**src/rtl/merge_serializer_if.sv**
```systemverilog
// Word-in / element-out stream bundle for merge_serializer; slave is the serializer side.
// out_last exists only when SERIALIZER_LAST_EN is defined.
interface merge_serializer_if #(
    parameter int WIDTH = 3
);
    logic [4*WIDTH-1:0] in_data;
    logic [1:0]         in_s;
    logic               in_valid;
    logic               in_ready;
    logic [WIDTH-1:0]   out_data;
    logic [1:0]         out_s;
    logic [1:0]         out_idx;
    logic               out_valid;
    logic               out_ready;
`ifdef SERIALIZER_LAST_EN
    logic               out_last;
`endif

    modport master (
        output in_data, in_s, in_valid, out_ready,
        input  in_ready, out_data, out_s, out_idx, out_valid
`ifdef SERIALIZER_LAST_EN
        , input out_last
`endif
    );

    modport slave (
        input  in_data, in_s, in_valid, out_ready,
        output in_ready, out_data, out_s, out_idx, out_valid
`ifdef SERIALIZER_LAST_EN
        , output out_last
`endif
    );
endinterface

```
**src/rtl/merge_serializer.sv**
```systemverilog
// Serializes merged words (K = in_s+1 elements) one element per clock via a 2-deep word FIFO.
// Element 0 one edge after acceptance when idle; out_ready=0 holds all out_*; SERIALIZER_LAST_EN adds out_last.
module merge_serializer #(
    parameter int WIDTH = 3
) (
    input  logic               clk,
    input  logic               rst,
    merge_serializer_if.slave  ser_if
);
    localparam int WW = 4 * WIDTH;

    typedef enum logic {IDLE, EMIT} state_t;

    logic [WW+1:0] mem_q [2];
    logic          wr_ptr_q;
    logic          rd_ptr_q;
    logic [1:0]    cnt_q, cnt_d;
    state_t        state_q, state_d;
    logic [WW-1:0] word_q, word_d;
    logic [1:0]    s_q, s_d;
    logic [1:0]    idx_q, idx_d;
    logic          push, pop, xfer, fifo_nempty;
    logic [WW+1:0] head;

    assign ser_if.in_ready  = (cnt_q != 2'd2);
    assign push             = ser_if.in_valid && ser_if.in_ready;
    assign fifo_nempty      = (cnt_q != 2'd0);
    assign head             = mem_q[rd_ptr_q];
    assign xfer             = (state_q == EMIT) && ser_if.out_ready;

    assign ser_if.out_valid = (state_q == EMIT);
    assign ser_if.out_data  = word_q[WIDTH-1:0];
    assign ser_if.out_s     = s_q;
    assign ser_if.out_idx   = idx_q;

    always_comb begin
        unique case ({push, pop})
            2'b10:   cnt_d = cnt_q + 2'd1;
            2'b01:   cnt_d = cnt_q - 2'd1;
            default: cnt_d = cnt_q;
        endcase
    end

    // The word register shifts right so the current element always sits in the low bits.
    always_comb begin
        state_d = state_q;
        word_d  = word_q;
        s_d     = s_q;
        idx_d   = idx_q;
        pop     = 1'b0;
        case (state_q)
            IDLE: begin
                if (fifo_nempty) begin
                    pop     = 1'b1;
                    word_d  = head[WW-1:0];
                    s_d     = head[WW+1:WW];
                    idx_d   = 2'd0;
                    state_d = EMIT;
                end
            end
            EMIT: begin
                if (xfer) begin
                    if (idx_q != s_q) begin
                        idx_d  = idx_q + 2'd1;
                        word_d = word_q >> WIDTH;
                    end else if (fifo_nempty) begin
                        pop    = 1'b1;
                        word_d = head[WW-1:0];
                        s_d    = head[WW+1:WW];
                        idx_d  = 2'd0;
                    end else begin
                        state_d = IDLE;
                    end
                end
            end
            default: state_d = IDLE;
        endcase
    end

    always_ff @(posedge clk or posedge rst) begin
        if (rst) begin
            mem_q[0] <= '0;
            mem_q[1] <= '0;
            wr_ptr_q <= 1'b0;
            rd_ptr_q <= 1'b0;
            cnt_q    <= 2'd0;
            state_q  <= IDLE;
            word_q   <= '0;
            s_q      <= 2'd0;
            idx_q    <= 2'd0;
        end else begin
            if (push) begin
                mem_q[wr_ptr_q] <= {ser_if.in_s, ser_if.in_data};
                wr_ptr_q        <= ~wr_ptr_q;
            end
            if (pop) begin
                rd_ptr_q <= ~rd_ptr_q;
            end
            cnt_q   <= cnt_d;
            state_q <= state_d;
            word_q  <= word_d;
            s_q     <= s_d;
            idx_q   <= idx_d;
        end
    end

`ifdef SERIALIZER_LAST_EN
    logic last_q, last_d;

    assign last_d          = (state_d == EMIT) && (idx_d == s_d);
    assign ser_if.out_last = last_q;

    always_ff @(posedge clk or posedge rst) begin
        if (rst) begin
            last_q <= 1'b0;
        end else begin
            last_q <= last_d;
        end
    end
`endif

endmodule

```
**src/flat_wrapper.sv**
```systemverilog
// flat-port wrapper written by rule: the top's interface ports become plain ports
module merge_serializer_flat 
#(
    parameter int WIDTH = 3
)
  (clk, rst, ser_if_in_data, ser_if_in_s, ser_if_in_valid, ser_if_out_ready, ser_if_in_ready, ser_if_out_data, ser_if_out_s, ser_if_out_idx, ser_if_out_valid);
  merge_serializer_if #(.WIDTH(WIDTH)) ser_if_i ();
  input  logic clk;
  input  logic rst;
  input wire logic [$bits(ser_if_i.in_data)-1:0] ser_if_in_data;
  input wire logic [$bits(ser_if_i.in_s)-1:0] ser_if_in_s;
  input wire logic [$bits(ser_if_i.in_valid)-1:0] ser_if_in_valid;
  input wire logic [$bits(ser_if_i.out_ready)-1:0] ser_if_out_ready;
  output wire logic [$bits(ser_if_i.in_ready)-1:0] ser_if_in_ready;
  output wire logic [$bits(ser_if_i.out_data)-1:0] ser_if_out_data;
  output wire logic [$bits(ser_if_i.out_s)-1:0] ser_if_out_s;
  output wire logic [$bits(ser_if_i.out_idx)-1:0] ser_if_out_idx;
  output wire logic [$bits(ser_if_i.out_valid)-1:0] ser_if_out_valid;
  assign ser_if_i.in_data = ser_if_in_data;
  assign ser_if_i.in_s = ser_if_in_s;
  assign ser_if_i.in_valid = ser_if_in_valid;
  assign ser_if_i.out_ready = ser_if_out_ready;
  assign ser_if_in_ready = ser_if_i.in_ready;
  assign ser_if_out_data = ser_if_i.out_data;
  assign ser_if_out_s = ser_if_i.out_s;
  assign ser_if_out_idx = ser_if_i.out_idx;
  assign ser_if_out_valid = ser_if_i.out_valid;
  merge_serializer #(.WIDTH(WIDTH)) u_core (.clk(clk), .rst(rst), .ser_if(ser_if_i));
endmodule
```
**config.mk**
```make
export PLATFORM = sky130hd
export DESIGN_NAME = merge_serializer_flat
export DESIGN_NICKNAME = d
export VERILOG_FILES = /design/src/rtl/merge_serializer_if.sv /design/src/rtl/merge_serializer.sv /design/src/flat_wrapper.sv
export SDC_FILE = /design/constraint.sdc
export NUM_CORES = 1
export LEC_CHECK = 0
export ABC_AREA = 1
export CORE_MARGIN = 4
export CORE_UTILIZATION = 46
export DETAILED_ROUTE_END_ITERATION = 16
export GPL_TIMING_DRIVEN = 0
export PLACE_DENSITY_LB_ADDON = 0.15
export SYNTH_ARGS = -nofsm -noshare
export SYNTH_HDL_FRONTEND = slang
export SYNTH_SLANG_ARGS = --single-unit
```
**constraint.sdc**
```tcl
create_clock -name clk -period 1.8 [get_ports clk]
set_clock_uncertainty 0.2 [all_clocks]
set_input_delay 0.36 -clock clk [delete_from_list [all_inputs] [get_ports clk]]
set_output_delay 0.36 -clock clk [all_outputs]
set_load 0.05 [all_outputs]
```
# Yosys cells after proc, flatten, opt, wreduce, memory -nomap -nowiden
# Cells that the tools add are included.
[totals]
regBits = 49
input_bits = 18
out_inout_bits = 9
elab_cells = 58
[classes]
n_addsub = 3
magnitude_cmp = 3
eq_ne = 6
muxes = 26
bitwise = 5
reduce_logical = 6
[ops]
columns = ["op", "n"]
rows = [
  ["2-to-1 mux 14 bit", 4],
  ["2-to-1 mux 12 bit", 3],
  ["bitwise mux 28 bit", 1],
  ["one-hot mux 12 bit (2 select lines)", 1],
  ["demux 14 bit (select 1 bit)", 1],
  ["2-to-1 mux 2 bit", 6],
  ["one-hot mux 2 bit (2 select lines)", 3],
  ["inequality test 2 bit (second input constant)", 3],
  ["2-to-1 mux 1 bit", 5],
  ["adder 2 x 1 -> 2 bit (second input constant)", 2],
  [">= comparator 2 bit (second input constant)", 2],
  ["inverter 1 -> 2 bit", 2],
  ["one-hot mux 1 bit (2 select lines)", 2],
  ["nonzero test 2 bit", 2],
  ["logical AND 1 bit", 3],
  ["inverter 1 bit", 3],
  ["equality test 2 x 1 -> 1 bit (second input constant)", 1],
  ["equality test 2 bit (second input constant)", 1],
  ["less-than comparator 2 x 1 -> 1 bit (second input constant)", 1],
  ["inequality test 2 bit", 1],
  ["AND reduction 2 bit", 1],
  ["subtractor 2 x 1 -> 2 bit (second input constant)", 1],
]

# Depth between registers and ports, before layout
# Gate-level depths: netlist (run 1).
[logic_depth]
ltp_word = 8
depth_mapped = 11
depth_no_buf = 11

# Worst setup path before layout (run 1)
# Ideal clock, no wire load.
[synth_timing]
kind = "register -> register"
from = "register u_core.idx_q[0] (netlist: u_core.ser_if.out_idx[0])"
to = "register u_core.cnt_q[1]"
setup_time_ns = 0.131
arrival_ns = 1.897
required_time_ns = 1.469
setup_slack_ns = -0.428
stages_incl_launch_ff = 12
cell_sequence = "dfrtp_1 inv_2 nand2_1 nand2_1 nand2_2 nand2_4 nand3_1 inv_1 ha_1 a21oi_1 o21ai_0 xor2_1"
[synth_via]
elab_chain_len = 6
elab_cells_between_ends = 8
classes_between = "eq/ne: 3; mux: 4; reduce/logical: 1"
[synth_rtl]
columns = ["item", "line_no", "rtl"]
rows = [
  ["from (decl)", "merge_serializer.sv:21", "logic [1:0] idx_q, idx_d;"],
  ["from (signal assigned)", "merge_serializer.sv:103", "idx_q <= idx_d;"],
  ["inequality test 2 bit (*)", "merge_serializer.sv:63", "if (idx_q != s_q) begin"],
  ["2-to-1 mux 1 bit (*)", "merge_serializer.sv:63", ""],
  ["2-to-1 mux 1 bit (*)", "merge_serializer.sv:62", "if (xfer) begin"],
  ["one-hot mux 1 bit (2 select lines) (*)", "merge_serializer.sv:51", "case (state_q)"],
  ["equality test 2 x 1 -> 1 bit / equality test 2 bit (equally long branches)", "merge_serializer.sv:37", "unique case ({push, pop})"],
  ["one-hot mux 2 bit (2 select lines) / nonzero test 2 bit (equally long branches)", "n/a", ""],
  ["to (signal assigned)", "merge_serializer.sv:99", "cnt_q <= cnt_d;"],
  ["to (decl)", "merge_serializer.sv:17", "logic [1:0] cnt_q, cnt_d;"],
]
# Mark *: on every way between the ends. The rest lies on a longest branch, timed or not.
# A chain may end at the register's enable or synchronous reset.

# Worst setup path after layout (run 1)
# Ends and elaborated chain as after synthesis.

==> reports/results.ini, run 1 <==
[outcome]
status=finished, final reports clean

[worst_setup_path]
reg2reg_slack_ns=0.008
cp.required_ns=1.79
startpoint_type=flip-flop
end_kind=flip-flop
timing_worst_setup_path_type=reg2reg
cp.arrival_ns=1.78
path_max_fanout=5
r2r_cell_count=11
crit-reg2reg-capture=u_core.cnt_q[1]
crit_path_top_delay_cell=dfrtp_2
crit-reg2reg-launch=u_core.ser_if.out_idx[0]
worst_setup_path_startpoint=u_core.ser_if.out_idx[0]
cp_slowest_stage_delay_ns=0.45
worstPathCellList=inv_2 -> nand2_2 -> nand2_2 -> nand2_4 -> nand2_4 -> nand3_4 -> inv_2 -> ha_4 -> a21oi_2 -> o21ai_1 -> xor2_1

[sta]
setup_viol=0
hold_viol_final=0
slew_violations=0
finalSetupTns_ns=0
timing.slew.headroom_pct=68.0
measured_slew_at_the_worst_slew_check_pin_ns=0.482
whs_ns=0.104
unrepaired_setup_endpoints_after_global_routing=true
max_clock_freq_mhz=558
final_min_period_over_clock_period_pct=99.6
final_period_minus_worst_setup_slack_ns=1.79

[layout]
num_antenna_cells=0
design.final.nets=387
num-fill-cells=501
final-instance-count-excl-fill=439
layout_stage_area_growth_over_the_synthesis_result_pct=21.7
layout-drive-gt1-share_pct=17.9

[global_route]
wire_length_of_the_first_global_routing_pass_um=9340
vias_in_the_first_global_route=2031
antenna_found_initial=0
globalRouteTotalUtil_pct=18.0
grt_max_degree=39
grt-ovfl-total=0

[synthesis]
syn-cell-area_um2=2490
part_of_the_yosys_area_used_for_sequential_elements_pct=49.2
ys_types=22
yosys_warnings=0
synth.largest_area_cell=dfrtp_1
synth.top_cells.by_area=dfrtp_1, nand2_1, o21ai_0
synth.top_cell.area_share_pct=49.2
syn_area_per_cell_um2=7.58
synth.net_count=348
yosys_register_bits=49
synthesis.instances=329

[route]
detailroute.via_count=2106
detail_route.wirelength_um=5300
route.detailed.vias_per_inst=4.80
drt_first_iter_violations=141
drtPass1Iterations=5
drtAntennaViolNets=0
wl_per_cell_um=12.1
drt_drc_violations_left=0

[power_and_ir_drop]
power_leakage_nw=1.60
ir_drop_mv=0.680
pwr_density_cell_nw_per_um2=1770

[floorplan]
initial_utilization_pct=48.2
floorplan.core_area_um2=5170
num_io_pins=27
die_area_um2=6660
die_width_um=81.6
placement_rows=26
die_h_um=81.6

[place]
dp.cells=426
number_of_buffer_cells_added_on_primary_ports=26
gp_congestion=0.810
dp_hpwl_um=3870

[clock_network]
cts-buffers-inserted=5
tritoncts=done
cts_hold_buf=0
clk_latency_worst_skew_pair_ns=0.31
ctsRootBufferMaster=clkbuf_8
cts_max_path_bufs=2
clk_transition_reported_paths_ns=0.10
clkSinkCount=49
clock_tree.htree_level_count=2

[job]
maxCapViolations=0

[min_path]
timing.hold.worst.class=in2async

==> routing by layer <==
metal / part of all wire [%] / track usage (%) / routed length, µm
met2: 45 / 29.0 / 2380
met5: 0 / 0 / 0
met3: 4.8 / 3.62 / 254
met1: 49 / 25.0 / 2600
met4: 1.2 / 4.49 / 61
==> power by group <==
part           internal, mW  switching (mW)
clock network         0.284           0.411
registers              1.60           0.360
logic                  1.03            1.68
==> worst max-delay path, delay by kind of cell (launching register included) <==
family          cells  cell delay (ns)
xor+xnor            1             0.14
flops               1             0.45
buf+inv             2             0.15
compound gates      2             0.17
fa+ha+maj           1             0.20
simple gates        5             0.37
==> registers in the layout, indices dropped and copies added, names as in the netlist <==
name                     cells
u_core.word_q               12
u_core.ser_if.out_idx        2
u_core.ser_if.out_valid      1
u_core.ser_if.out_s          2
u_core.cnt_q                 2
u_core.mem_q                28
u_core.rd_ptr_q              1
u_core.wr_ptr_q              1
==> placed cells by master, fill, tap and decap left out, types with 8 or more instances in the layout <==
master and n:
o21ai_0 18, nand3_1 15, inv_2 8, nand2_1 159
buf_4 15, inv_1 19, a31oi_1 11, nor2_1 11
clkdlybuf4s50_1 17, dfrtp_1 44
==> worst max path at each step <==
stage | end | slack (ns) | cells past startpoint
floorplan | u_core.cnt_q[1] | -0.08 | 11
global placement | u_core.ser_if.out_s[1] | -1.14 | 2
detailed placement | u_core.cnt_q[1] | -0.38 | 9
CTS | u_core.cnt_q[1] | -0.07 | 11
global route | u_core.cnt_q[1] | -0.11 | 11
finish | u_core.cnt_q[1] | 0.008 | 11
==> synth_stat cells, drive strengths merged <==
cell,count
nand2,169
dfrtp,49
inv,27
o21ai,19
buf,16
nand3,16
nor2,13
a31oi,11
nand4,3
a21oi,1
clkbuf,1
ha,1
o211ai,1
xnor2,1
xor2,1
==> cells by family (layout without fill, tap and decap cells) <==
| family | after synthesis | in the layout | synth area share (%) |
|---|---|---|---|
| AND/OR/NAND/NOR | 201 | 201 | 33.7 |
| XOR/XNOR | 2 | 2 | 0.703 |
| flip-flops | 49 | 49 | 49.2 |
| AO/OA/AOI/OAI | 32 | 32 | 7.07 |
| adder cells (fa/ha/maj) | 1 | 1 | 0.502 |
| buffers and inverters | 44 | 84 | 8.83 |
==> layout make-up <==
class                   count  area (µm²)  area share, %
plain buffers              15         106           3.50
clock buffers               5        68.8           2.27
clock inverters             3        25.0          0.824
inverters                  27         101           3.34
multi-input cells         236        1090           35.9
flip-flops and latches     49        1230           40.6
well taps                  70        87.6           2.89
repair buffers             34         323           10.6
==> repair_timing <==
item	in CTS	in global routing
pin swaps	0	3
gates resized for setup	23	10
gates cloned	0	0
buffers inserted	2	5
endpoints found under the hold margin	0	0
endpoints found under the setup margin	10	5
==> stage by stage <==
step / util [%] / cell area (µm²) / setup WS, ns / power, mW
5_1_grt: 58.7 / 3040 / -0.107 / 5.87
4_1_cts: 58.1 / 3010 / -0.0658 / 5.29
3_3_place_gp: 55.6 / 2880 / -1.14 / 4.54
3_5_place_dp: 56.0 / 2900 / -0.382 / 4.60
6_report: 58.7 / 3040 / 0.00769 / 5.37
2_1_floorplan: - / 2530 / -0.0810 / 3.91
No activity file was read; power rests on OpenSTA's default activity.
==> run 2: changes to the inputs <==
--- a/config.mk
+++ b/config.mk
@@ -8,9 +8,11 @@
 export ABC_AREA = 1
 export CORE_MARGIN = 4
 export CORE_UTILIZATION = 46
+export CTS_CLUSTER_SIZE = 40
 export DETAILED_ROUTE_END_ITERATION = 16
 export GPL_TIMING_DRIVEN = 0
 export PLACE_DENSITY_LB_ADDON = 0.15
+export SKIP_LAST_GASP = 1
 export SYNTH_ARGS = -nofsm -noshare
 export SYNTH_HDL_FRONTEND = slang
 export SYNTH_SLANG_ARGS = --single-unit
==> run 2 against run 1 <==
Net effect: the run now ends with setup timing left; core utilization down 0.60 points; sequential power about the same; non-clock buffer count down 2; combinational power down 2%; critical path depth down 2; clock-buffer cell count unchanged; total power down 1.1%; fmax down 3.8%; final area down 1.0%; hold slack better by 0.0015 ns; register-to-register slack worse by 0.04 ns; worst setup slack worse by 0.070 ns; largest cell class unchanged.
==> reports/results.ini, run 2 (synthesis results as in run 1) <==
[route]
detail_route.wirelength_um=5310  ; about the same
detailroute.via_count=2098  ; -0.38%
drtPass1Iterations=4  ; -1
drt_drc_violations_left=0  ; unchanged
route.detailed.vias_per_inst=4.80  ; about the same
drt_first_iter_violations=145  ; +2.8%
wl_per_cell_um=12.1  ; +0.55%
drtAntennaViolNets=0  ; unchanged

[worst_setup_path]
cp.arrival_ns=1.85  ; +0.07 ns
cp.required_ns=1.79  ; about the same
startpoint_type=input pin
timing_worst_setup_path_type=in2reg
path_max_fanout=7  ; +2
end_kind=flip-flop

[layout]
mostFrequentLayoutCells=nand2_1, dfrtp_1, inv_1
layout_top_registers=u_core.mem_q x28, u_core.word_q x12
design.final.nets=385  ; -0.52%
mostFrequentLayoutCell=nand2_1
largest_reg_flops=28  ; unchanged
num-fill-cells=509  ; +1.6%
share_of_the_core_filled_with_cells_in_the_final_layout_pct=58.1  ; -0.60 points
num_antenna_cells=0  ; unchanged
area_taken_by_multi_input_logic_gates_um2=1080  ; -1.1%
area_taken_by_flip_flops_and_latches_um2=1230  ; unchanged
largest-register=u_core.mem_q
layout-drive-gt1-share_pct=16.6  ; -1.3 points
layout_stage_area_growth_over_the_synthesis_result_pct=20.5

[sta]
max_clock_freq_mhz=537  ; -3.8%
setup_viol=1  ; +1
measured_slew_at_the_worst_slew_check_pin_ns=0.336  ; -0.145 ns
slew_violations=0  ; unchanged
timing.slew.headroom_pct=77.6  ; +9.5 points
layout_setup_ws_ns=-0.0626  ; -0.0703 ns
final_period_minus_worst_setup_slack_ns=1.86  ; +0.0703 ns
final_min_period_over_clock_period_pct=103  ; +3.9 points
unrepaired_setup_endpoints_after_global_routing=true
hold_viol_final=0  ; unchanged

[outcome]
violations=setup timing
status=finished, violations left

[floorplan]
num_io_pins=27  ; unchanged
die_area_um2=6660  ; unchanged
die_width_um=81.6  ; unchanged
floorplan.core_area_um2=5170  ; unchanged
placement_rows=26  ; unchanged
initial_utilization_pct=48.2  ; unchanged
die_h_um=81.6  ; unchanged

[clock_network]
clkSinkCount=49  ; unchanged
cts_hold_buf=0  ; unchanged
clock_tree.htree_level_count=2  ; unchanged
ctsRootBufferMaster=clkbuf_8
clk_transition_reported_paths_ns=0.10  ; about the same
clk_latency_worst_skew_pair_ns=0.31  ; about the same
tritoncts=done
cts_max_path_bufs=2  ; unchanged
cts-buffers-inserted=5  ; unchanged

[power_and_ir_drop]
ir_drop_mv=0.681  ; about the same
power_leakage_nw=1.59  ; -0.88%
total_power_mw=5.31  ; -1.1%
pwr_density_cell_nw_per_um2=1770  ; about the same

[job]
maxCapViolations=0  ; unchanged

[place]
gp_congestion=0.810  ; unchanged
number_of_buffer_cells_added_on_primary_ports=26  ; unchanged
dp_hpwl_um=3870  ; unchanged

[min_path]
timing.hold.worst.class=in2async

[global_route]
grt-ovfl-total=0  ; unchanged
antenna_found_initial=0  ; unchanged
globalRouteTotalUtil_pct=18.0  ; unchanged
wire_length_of_the_first_global_routing_pass_um=9340  ; unchanged
vias_in_the_first_global_route=2031  ; unchanged
grt_max_degree=39  ; unchanged

run 2: changes by cell type in the layout (fill, tap and decap cells not counted):
cell,delta
buf_2,-1
buf_4,-2
clkbuf_2,+2
dlygate4sd2_1,-1
inv_1,+1
inv_2,-1
nand2_1,+3
nand2_2,-2
nand2_4,-1
run 2: timing repair:
item,in CTS,in global routing
setup endpoints to repair,10,5
pin swaps,0,2
buffers inserted,2,3
resized for setup,20,8
cloned,0,0
run 2: final timing paths:
kind	endpoint	cells after the start	slack, ns	from
max	u_core.cnt_q[1]	9	-0.06	ser_if_out_ready
min	u_core.word_q[0]	2	0.11	rst
max reg2reg	u_core.cnt_q[1]	11	-0.03	u_core.ser_if.out_idx[0]
min reg2reg	u_core.mem_q[18]	2	0.28	u_core.mem_q[18]
max in group asynchronous	u_core.ser_if.out_s[1]	3	0.79	rst
min in group clk	u_core.mem_q[18]	2	0.28	u_core.mem_q[18]
run 2: final cells by class:
type / instances / share of cell area (%)
Sequential cell: 49 / 41.0
Multi-Input combinational cell: 236 / 35.9
Timing Repair Buffer: 32 / 10.1
Buffer: 15 / 3.54
Inverter: 27 / 3.37
Tap cell: 70 / 2.92
Clock buffer: 5 / 2.29
Clock inverter: 3 / 0.833
run 2: metal layers:
metal	vias up	wire length, µm	global-route usage, %	share of wire [%]
li1	1097	-	-	-
met2	39	2370	29.0	45
met5	-	0	0	0
met1	957	2640	25.0	50
met3	5	234	3.62	4.4
met4	0	61	4.49	1.1
run 2: critical path, cell delays in order:
cell and delay [ns]:
clkdlybuf4s50_1 0.48, inv_1 0.04, nand2_1 0.24, nand3_4 0.13
inv_2 0.08, ha_4 0.20, a21oi_2 0.09, o21ai_1 0.08
xor2_1 0.14
run 2: report_power, final:
part           internal, mW  total [mW]  switching [mW]
Sequential             1.60        1.96           0.360
Clock                 0.284       0.694           0.410
Combinational         0.993        2.66            1.66
Total                  2.88        5.31            2.43
run 2: per-stage QoR:
step                TNS, ns  hold WS [ns]  area, µm²  setup slack (ns)  std cells
global route         -0.160         0.124       3000            -0.160        437
floorplan            -0.272         0.242       2530           -0.0810        329
detailed placement    -2.02         0.266       2900            -0.382        426
global placement     -50.63         0.257       2880             -1.14        425
finish              -0.0626         0.106       3000           -0.0626        437
CTS                  -0.183         0.115       3000            -0.115        435
